### config.mk
export PLATFORM = sky130hd
export DESIGN_NAME = dhcp_vlg_core
export DESIGN_NICKNAME = d
export VERILOG_FILES = /design/src/rtl/dhcp_vlg_core.sv
export SDC_FILE = /design/constraint.sdc
export NUM_CORES = 1
export LEC_CHECK = 0
export ABC_AREA = 0
export CAP_MARGIN = 20
export CORE_ASPECT_RATIO = 1.5
export CORE_MARGIN = 2
export CORE_UTILIZATION = 39
export DETAILED_ROUTE_END_ITERATION = 6
export PLACE_DENSITY = 0.82
export SYNTH_ARGS = -nofsm -noshare
export SYNTH_HDL_FRONTEND = slang
export SYNTH_SLANG_ARGS = --single-unit
### constraint.sdc
create_clock -name clk -period 2.59 [get_ports clk]
set_input_delay 0.518 -clock clk [delete_from_list [all_inputs] [get_ports clk]]
set_output_delay 0.518 -clock clk [all_outputs]
set_load 0.03 [all_outputs]
### src/rtl/dhcp_vlg_core.sv
// DHCP client DORA controller: drives DISCOVER/REQUEST through the TX builder,
// accepts OFFER/ACK/NAK from the RX parser, handles timeouts and retries.
module dhcp_vlg_core #(
  parameter int          TIMEOUT_TICKS = 1250000,
  parameter int          RETRIES       = 3,
  parameter logic [31:0] XID_SEED      = 32'h5A3C_0001
) (
  input  logic        clk,
  input  logic        rst_n,
  input  logic        ctl_start,
  input  logic [31:0] ctl_pref_ip,
  output logic        ctl_ready,
  output logic        ctl_success,
  output logic        ctl_fail,
  output logic        ctl_error,
  output logic [31:0] ctl_assig_ip,
  output logic        ctl_router_val,
  output logic [31:0] ctl_router,
  output logic        ctl_subnet_val,
  output logic [31:0] ctl_subnet,
  input  logic        rx_val,
  input  logic        rx_err,
  input  logic [7:0]  rx_op,
  input  logic [31:0] rx_xid,
  input  logic [31:0] rx_yiaddr,
  input  logic [7:0]  rx_msg_type,
  input  logic        rx_srv_id_pres,
  input  logic [31:0] rx_srv_id,
  input  logic        rx_router_pres,
  input  logic [31:0] rx_router,
  input  logic        rx_subnet_pres,
  input  logic [31:0] rx_subnet,
  output logic        tx_val,
  input  logic        tx_done,
  output logic [7:0]  tx_msg_type,
  output logic [31:0] tx_xid,
  output logic [31:0] tx_req_ip,
  output logic [31:0] tx_srv_id
);

  localparam logic [2:0] IDLE       = 3'd0;
  localparam logic [2:0] DISC_TX    = 3'd1;
  localparam logic [2:0] OFFER_WAIT = 3'd2;
  localparam logic [2:0] REQ_TX     = 3'd3;
  localparam logic [2:0] ACK_WAIT   = 3'd4;
  localparam logic [2:0] BOUND      = 3'd5;
  localparam logic [2:0] FAIL       = 3'd6;

  localparam logic [31:0] TMAX = 32'(TIMEOUT_TICKS - 1);
  localparam logic [3:0]  RMAX = 4'(RETRIES);

  logic [2:0]  state_q, state_d;
  logic [31:0] xid_q, xid_d;
  logic [3:0]  retry_q, retry_d;
  logic [31:0] timer_q, timer_d;
  logic [31:0] req_ip_q, req_ip_d;
  logic [31:0] srv_q, srv_d;
  logic [31:0] assig_q, assig_d;
  logic [31:0] router_q, router_d;
  logic [31:0] subnet_q, subnet_d;
  logic        rval_q, rval_d;
  logic        sval_q, sval_d;
  logic        err_q, err_d;

  logic        wait_st, accept, timeout, do_retry;
  logic [3:0]  retry_inc;

  assign wait_st   = (state_q == OFFER_WAIT) || (state_q == ACK_WAIT);
  assign accept    = rx_val && !rx_err && (rx_op == 8'd2) && (rx_xid == xid_q);
  assign timeout   = wait_st && (timer_q == TMAX);
  assign retry_inc = retry_q + 4'd1;

  // Next-state and datapath capture for the DORA sequence
  always_comb begin
    state_d  = state_q;
    xid_d    = xid_q;
    retry_d  = retry_q;
    timer_d  = wait_st ? timer_q + 32'd1 : '0;
    req_ip_d = req_ip_q;
    srv_d    = srv_q;
    assig_d  = assig_q;
    router_d = router_q;
    subnet_d = subnet_q;
    rval_d   = rval_q;
    sval_d   = sval_q;
    err_d    = 1'b0;
    do_retry = 1'b0;
    if (wait_st && rx_val && rx_err) err_d = 1'b1;
    case (state_q)
      IDLE, BOUND, FAIL: begin
        if (ctl_start) begin
          state_d  = DISC_TX;
          retry_d  = '0;
          req_ip_d = ctl_pref_ip;
          rval_d   = 1'b0;
          sval_d   = 1'b0;
        end
      end
      DISC_TX: begin
        if (tx_done) begin
          state_d = OFFER_WAIT;
          timer_d = '0;
        end
      end
      OFFER_WAIT: begin
        if (accept && rx_msg_type == 8'd2 && rx_srv_id_pres) begin
          state_d  = REQ_TX;
          req_ip_d = rx_yiaddr;
          srv_d    = rx_srv_id;
        end else if (timeout) begin
          do_retry = 1'b1;
        end
      end
      REQ_TX: begin
        if (tx_done) begin
          state_d = ACK_WAIT;
          timer_d = '0;
        end
      end
      ACK_WAIT: begin
        if (accept && rx_msg_type == 8'd5) begin
          state_d  = BOUND;
          assig_d  = rx_yiaddr;
          router_d = rx_router;
          rval_d   = rx_router_pres;
          subnet_d = rx_subnet;
          sval_d   = rx_subnet_pres;
        end else if (accept && rx_msg_type == 8'd6) begin
          err_d    = 1'b1;
          do_retry = 1'b1;
        end else if (timeout) begin
          do_retry = 1'b1;
        end
      end
      default: state_d = IDLE;
    endcase
    if (do_retry) begin
      retry_d = retry_inc;
      if (retry_inc == RMAX) begin
        state_d = FAIL;
      end else begin
        state_d = DISC_TX;
        xid_d   = xid_q + 32'd1;
      end
    end
  end

  // State registers with synchronous active-low reset
  always_ff @(posedge clk) begin
    if (!rst_n) begin
      state_q  <= IDLE;
      xid_q    <= XID_SEED;
      retry_q  <= '0;
      timer_q  <= '0;
      req_ip_q <= '0;
      srv_q    <= '0;
      assig_q  <= '0;
      router_q <= '0;
      subnet_q <= '0;
      rval_q   <= 1'b0;
      sval_q   <= 1'b0;
      err_q    <= 1'b0;
    end else begin
      state_q  <= state_d;
      xid_q    <= xid_d;
      retry_q  <= retry_d;
      timer_q  <= timer_d;
      req_ip_q <= req_ip_d;
      srv_q    <= srv_d;
      assig_q  <= assig_d;
      router_q <= router_d;
      subnet_q <= subnet_d;
      rval_q   <= rval_d;
      sval_q   <= sval_d;
      err_q    <= err_d;
    end
  end

  assign ctl_ready      = (state_q == IDLE) || (state_q == BOUND) ||
                          (state_q == FAIL);
  assign ctl_success    = (state_q == BOUND);
  assign ctl_fail       = (state_q == FAIL);
  assign ctl_error      = err_q;
  assign ctl_assig_ip   = assig_q;
  assign ctl_router_val = rval_q;
  assign ctl_router     = router_q;
  assign ctl_subnet_val = sval_q;
  assign ctl_subnet     = subnet_q;
  assign tx_val         = (state_q == DISC_TX) || (state_q == REQ_TX);
  assign tx_msg_type    = (state_q == REQ_TX) ? 8'd3 :
                          (state_q == DISC_TX) ? 8'd1 : 8'd0;
  assign tx_xid         = xid_q;
  assign tx_req_ip      = req_ip_q;
  assign tx_srv_id      = srv_q;

endmodule
== After elaboration in Yosys (flattened, before gate mapping) ==
Index checks and enable logic that the tools add are counted.

* Register bits: 234
* Input bits: 217
* Output and inout port bits: 207
* Logic and storage cells: 99

* Add/subtract/negate cells: 3
* Equality and inequality tests: 21
* Mux-type cells: 33
* Bitwise operators: 1
* Reductions and logical operators: 29

{| class="wikitable"
|+ Operators by type and width
! operator !! number
|-
| $mux W32 || 5
|-
| $add A32 B1 Y32 const B || 2
|-
| $pmux W32 S2 || 1
|-
| $eq A32 B21 Y1 const B || 1
|-
| $eq A32 B32 Y1 || 1
|-
| $mux W3 || 7
|-
| $eq A8 B2 Y1 const B || 2
|-
| $eq A8 B3 Y1 const B || 2
|-
| $pmux W3 S5 || 1
|-
| $mux W1 || 12
|-
| $mux W4 || 3
|-
| $logic_and A1 B1 Y1 || 10
|-
| $eq A3 B3 Y1 const B || 3
|-
| $ne A3 B3 Y1 const B || 3
|-
| $reduce_and A2 Y1 || 4
|-
| $reduce_bool A2 Y1 || 4
|-
| $eq A3 B2 Y1 const B || 2
|-
| $ne A3 B2 Y1 const B || 2
|-
| $pmux W1 S2 || 3
|-
| $reduce_and A3 Y1 || 2
|-
| $reduce_and A5 Y1 || 1
|-
| $add A4 B1 Y4 const B || 1
|-
| $eq A4 B2 Y1 const B || 1
|-
| $logic_or A1 B1 Y1 || 4
|-
| other kinds (9) || 10
|}

== Logic depth before layout (Yosys ltp) ==
* Depth after elaboration: 10
* Mapped depth: 10
* Mapped depth without buffers: 8

== Worst setup path before layout ==
OpenSTA, ideal clock, no wires.

* Path type: reg-to-reg
* Start: register xid_q[4] (netlist: tx_xid[4])
* End: register xid_q[28] (netlist: tx_xid[28])
* Setup time: 0.121 ns
* Data arrival time: 2.644 ns
* Data required time: 2.469 ns
* Setup slack: -0.174 ns
* Stages on the path, launching flop included: 10
* Buffers on the path: 2
* Period minus slack after synthesis: 2.764 ns
* Cells stage by stage: dfxtp_1 -> buf_2 -> xnor2_1 -> nand4_1 -> or3_1 -> or2_1 -> o22a_1 -> buf_2 -> nor4_1 -> mux2_2

* Word-level cells in the longest chain between the ends: 7
* Elaborated cells between the ends (all ways): 12
* Those cells by class: 1 x add/sub; 1 x eq/ne; 4 x mux; 6 x reduce/logical

{| class="wikitable"
|+ Ends and longest elaborated chain
! element !! line !! RTL
|-
| start: declaration || 53 || <nowiki>logic [31:0] xid_q, xid_d;</nowiki>
|-
| start signal: assignment || 165 || <nowiki>xid_q <= xid_d;</nowiki>
|-
| $eq A32 B32 Y1 || 69 || <nowiki>assign accept = rx_val && !rx_err && (rx_op == 8'd2) && (rx_xid == xid_q);</nowiki>
|-
| $logic_and A1 B1 Y1 || 69 ||
|-
| $logic_and A1 B1 Y1, on equally long branches || 128, 106 ||
|-
| $mux W1 or $logic_and A1 B1 Y1 (tied branches) || 128, 106 ||
|-
| $mux W1, on equally long branches || 121, 106 ||
|-
| $pmux W1 S2 || 89 || <nowiki>case (state_q)</nowiki>
|-
| $reduce_and A2 Y1 (no source line) || - ||
|}

Parallel ways exist; a longest one is shown, timed or not.
A chain may end at the register's enable or synchronous reset.

== Worst setup path in the final report ==
* Start: register xid_q[14] (netlist: tx_xid[14])
* End: register xid_q[9] (netlist: tx_xid[9])

* Word-level cells in the longest chain between the ends: 7
* Elaborated cells between the ends (all ways): 11
* Those cells by class: 1 x eq/ne; 4 x mux; 6 x reduce/logical

{| class="wikitable"
|+ Ends and longest elaborated chain
! element !! line
|-
| $eq A32 B32 Y1 (*) || 69
|-
| $logic_and A1 B1 Y1 (*) || 69
|-
| $logic_and A1 B1 Y1, on equally long branches || 128, 106
|-
| $mux W1 or $logic_and A1 B1 Y1 (tied branches) || 128, 106
|-
| $mux W1, on equally long branches || 121, 106
|-
| $pmux W1 S2 (*) || 89
|-
| $reduce_and A2 Y1 (no source line) (*) || -
|}

Mark *: on every way between the ends. The rest lies on a longest branch, timed or not.

==> flow_metrics.tcl <==
set metrics [dict create \
    status "finished, violations left" \
    violations "negative setup slack" \
    synthesis.area_um2 10300 \
    antenna_left 0 \
    synthAdderAreaFrac 0.00487 \
    synth_xor_area_frac 0.0518 \
    fin_ws_ns -0.338 \
    postSynthCellCount 1221 \
    drive_gt1_frac 0.309 \
    first_pass_iters 5 \
    post-route-util 0.728 \
    tightest_slew_ns 0.607 \
    die_h_um 203 \
    synthArstFlopShare 0 \
    core_area_um2 25900 \
    synth_warnings 0 \
    rsz0062_at_grt "yes" \
    cp_max_fo 7 \
    first_iter_violations 767 \
    route.detailed.drc 0 \
    p_seq_frac 0.427 \
    routedLengthMet1_um 16400 \
    internal_power_mw 6.42 \
    clkTransAtPathRegs_ns 0.07 \
    grt_remaining_overflow 0 \
    leakage_nw 6.95 \
    grt_first_pass_wirelength_um 60900 \
    cap_viol_max_count 0 \
    fin_skew_ns 0.0292 \
    wl_met2_um 25100 \
    synth_edf_count 0 \
    grt_usage 0.281 \
    row_count 72 \
    place_hpwl_um 29200 \
    crit_slowest_cell "nor4_4" \
    initial_utilization 0.398 \
    cts_made_buffers 24 \
    synth-seq-cells 234 \
    netlist.top_cell.by_area "dfxtp_1" \
    die_area_um2 27700 \
    synth_cell_types 55 \
    cts_tree "yes" \
    ios 424 \
    cp_slowest_stage_delay_ns 0.42 \
    ir_drop_mv 0.575 \
    crit_path_end_kind "flop" \
    synth-compound-area-share 0.122 \
    wl_per_cell_um 23.9 \
    pwr_density_cell_nw_per_um2 461 \
    hold_path.class "flop to flop" \
    fin_crit_ns 2.93 \
    cp_data_required_time_ns 3.07 \
    synthFlopType "dfxtp_1" \
    setup_violations 158 \
    die_w_um 137 \
    path_cells "xnor2_2 > nand4_1 > buf_4 > nor4_4 > buf_4 > nand4_1 > o22a_1 > buf_12 > buf_8 > buf_4 > nor4_4 > o21a_1" \
    met3_length_um 4620 \
    clkPwrFrac 0.423 \
    grt_antenna_before_repair 3 \
    crit_type "flop to flop" \
    grt_max_degree 55 \
    p_comb_frac 0.150 \
    vias_per_cell 5.81 \
    clock.fmax_mhz 342 \
    hold_violations 0 \
    htreeDepth 1 \
    synth_top_family_by_area "simple AND/OR/NAND/NOR gates" \
    wl_um 50100 \
    cp.arrival_ns 3.40 \
    clkSinkCount 234 \
    synth_mux_area_frac 0.0683 \
    swShare 0.260 \
    cts_buffer_depth 3 \
    synth_top_area_share 0.456 \
    path_delay_family "simple AND/OR/NAND/NOR gates" \
    start_kind "flop" \
    path_buf_inv 5 \
    syn_area_per_cell_um2 8.42 \
    dpl_cell_area_um2 15500 \
    grt_pass1_vias 11500 \
    slew_violations 0 \
    nets 1970 \
    fin_area_um2 18800 \
    root_buffer "clkbuf_16" \
    hold_buffers 0 \
    synthTopCellsByArea "dfxtp_1 46%, nand2_1 8.4%, mux2i_1 6.7%" \
    fin_crit_sh 1.13 \
    path_common_cell "buf_4" \
    syn2layout_area_growth_pct 83.1 \
    vias 12200 \
    routed.top_layer "met4" \
    power.switching_mw 2.26 \
    yosysSeqAreaShare 0.456 \
    port_buffers 417 \
    worstSkewPairLatency_ns 0.54 \
    yosys.area_share.simple 0.253 \
    place_congestion 0.943 \
    maxSlewHeadroom 0.595 \
]
power groups by stage:
stage | Sequential (mW) | Clock (mW) | Combinational (mW)
6_report | 3.70 | 3.67 | 1.30
5_1_grt | 3.71 | 3.83 | 1.34
4_1_cts | 3.69 | 3.68 | 1.09
3_5_place_dp | 3.77 | 0 | 1.03
3_3_place_gp | 3.77 | 0 | 1.01
2_1_floorplan | 3.89 | 0 | 0.316
cell families after synthesis:
family / count (synthesis)
compound gates: 212
xor+xnor: 60
flops: 234
simple gates: 540
fa+ha+maj: 4
other cells: 1
mux: 70
buf+inv: 100
cells in the final DEF, fill, tap and decap left out, types with 10 or more instances in the layout:
cell type / n
clkdlybuf4s50_1: 379
dfxtp_1: 212
nand2_1: 117
buf_4: 109
nor2_1: 102
a21oi_2: 87
mux2i_1: 69
nand2_4: 66
nand2_2: 46
a21oi_1: 42
clkbuf_16: 39
nand4_1: 37
nand3_1: 36
xnor2_2: 29
dlygate4sd2_1: 29
a211oi_2: 27
xnor2_1: 22
dfxtp_2: 22
o31ai_1: 21
buf_12: 19
or4_4: 16
buf_6: 14
and3_1: 13
nor3_1: 12
and2_1: 11
inv_1: 10
nor4_1: 10
path summary, 6_finish.rpt:
path / endpoint / depth (start not counted) / slack (ns) / from
setup / recovery: tx_xid[9]$_SDFFE_PN0P_ / 12 / -0.34 / tx_xid[14]$_SDFFE_PN0P_
hold / removal: timer_q[0]$_SDFF_PN0_ / 1 / 0.45 / timer_q[0]$_SDFF_PN0_
setup reg to reg: tx_xid[9]$_SDFFE_PN0P_ / 12 / -0.34 / tx_xid[14]$_SDFFE_PN0P_
hold reg to reg: timer_q[0]$_SDFF_PN0_ / 1 / 0.45 / timer_q[0]$_SDFF_PN0_
worst register-to-register path, cell delays in order, from the launching register on:
cell	delay [ns]
dfxtp_1	0.33
xnor2_2	0.25
nand4_1	0.17
buf_4	0.17
nor4_4	0.32
buf_4	0.19
nand4_1	0.09
o22a_1	0.27
buf_12	0.16
buf_8	0.13
buf_4	0.15
nor4_4	0.42
o21a_1	0.21
registers in the layout, indices dropped and copies added (netlist names):
| register | count |
|---|---|
| tx_srv_id | 32 |
| retry_q | 4 |
| ctl_subnet_val | 1 |
| ctl_assig_ip | 32 |
| ctl_subnet | 32 |
| timer_q | 32 |
| tx_req_ip | 32 |
| ctl_error | 1 |
| ctl_router_val | 1 |
| ctl_router | 32 |
| state_q | 3 |
| tx_xid | 32 |
timing repair:
item                                    4_1_cts  5_1_grt
pin swaps                                    28      202
endpoints found under the setup margin      188      190
buffers inserted                             24       17
endpoints found under the hold margin         0        0
gates resized for setup                      84      385
cloned                                        3       21
cell type report:
class | count | area (um^2)
clock buffers | 30 | 663
diodes | 3 | 7.51
inverters | 11 | 46.3
fillers | 1626 | 7030
multi-input cells | 892 | 6730
repair buffers | 586 | 6100
flip-flops and latches | 234 | 4710
well taps | 333 | 417
clock inverters | 12 | 149
cells in the mapped netlist (4+ instances only):
cell      number
dfxtp_1      234
nand2_1      229
a21oi_1      129
nor2_1       109
mux2i_1       69
clkbuf_1      57
xnor2_1       50
nand3_1       38
nand4_1       37
a211oi_1      32
or4_1         24
o31ai_1       22
nor4_1        17
buf_2         16
and3_1        13
buf_4         13
nor3_1        13
and2_1        11
inv_1         11
o21ai_0       10
nand2b_1       9
xor2_1         9
nor4b_1        6
or3_1          5
and4_1         4
ha_1           4
nor2b_1        4
nor3b_1        4
or2_2          4
metal layers:
metal  GRT usage  vias to the layer above
met5           0                        -
met4       0.181                        0
met3      0.0784                      271
met2       0.492                      776
met1       0.289                     5847
li1            -                     5319
through the flow:
| step | TNS, ns | power [mW] | cells | setup slack (ns) | hold slack, ns |
|---|---|---|---|---|---|
| floorplan | 0 | 4.20 | 1226 | 0.00102 | 0.413 |
| global placement | -122.86 | 4.78 | 1993 | -0.886 | 0.433 |
| detailed placement | -132.26 | 4.80 | 1993 | -0.934 | 0.442 |
| CTS | -0.0295 | 8.47 | 2062 | -0.0121 | 0.451 |
| global route | -22.03 | 8.88 | 2101 | -0.378 | 0.478 |
| finish | -14.21 | 8.68 | 2101 | -0.338 | 0.451 |
Power figures use the tool's default switching activity.
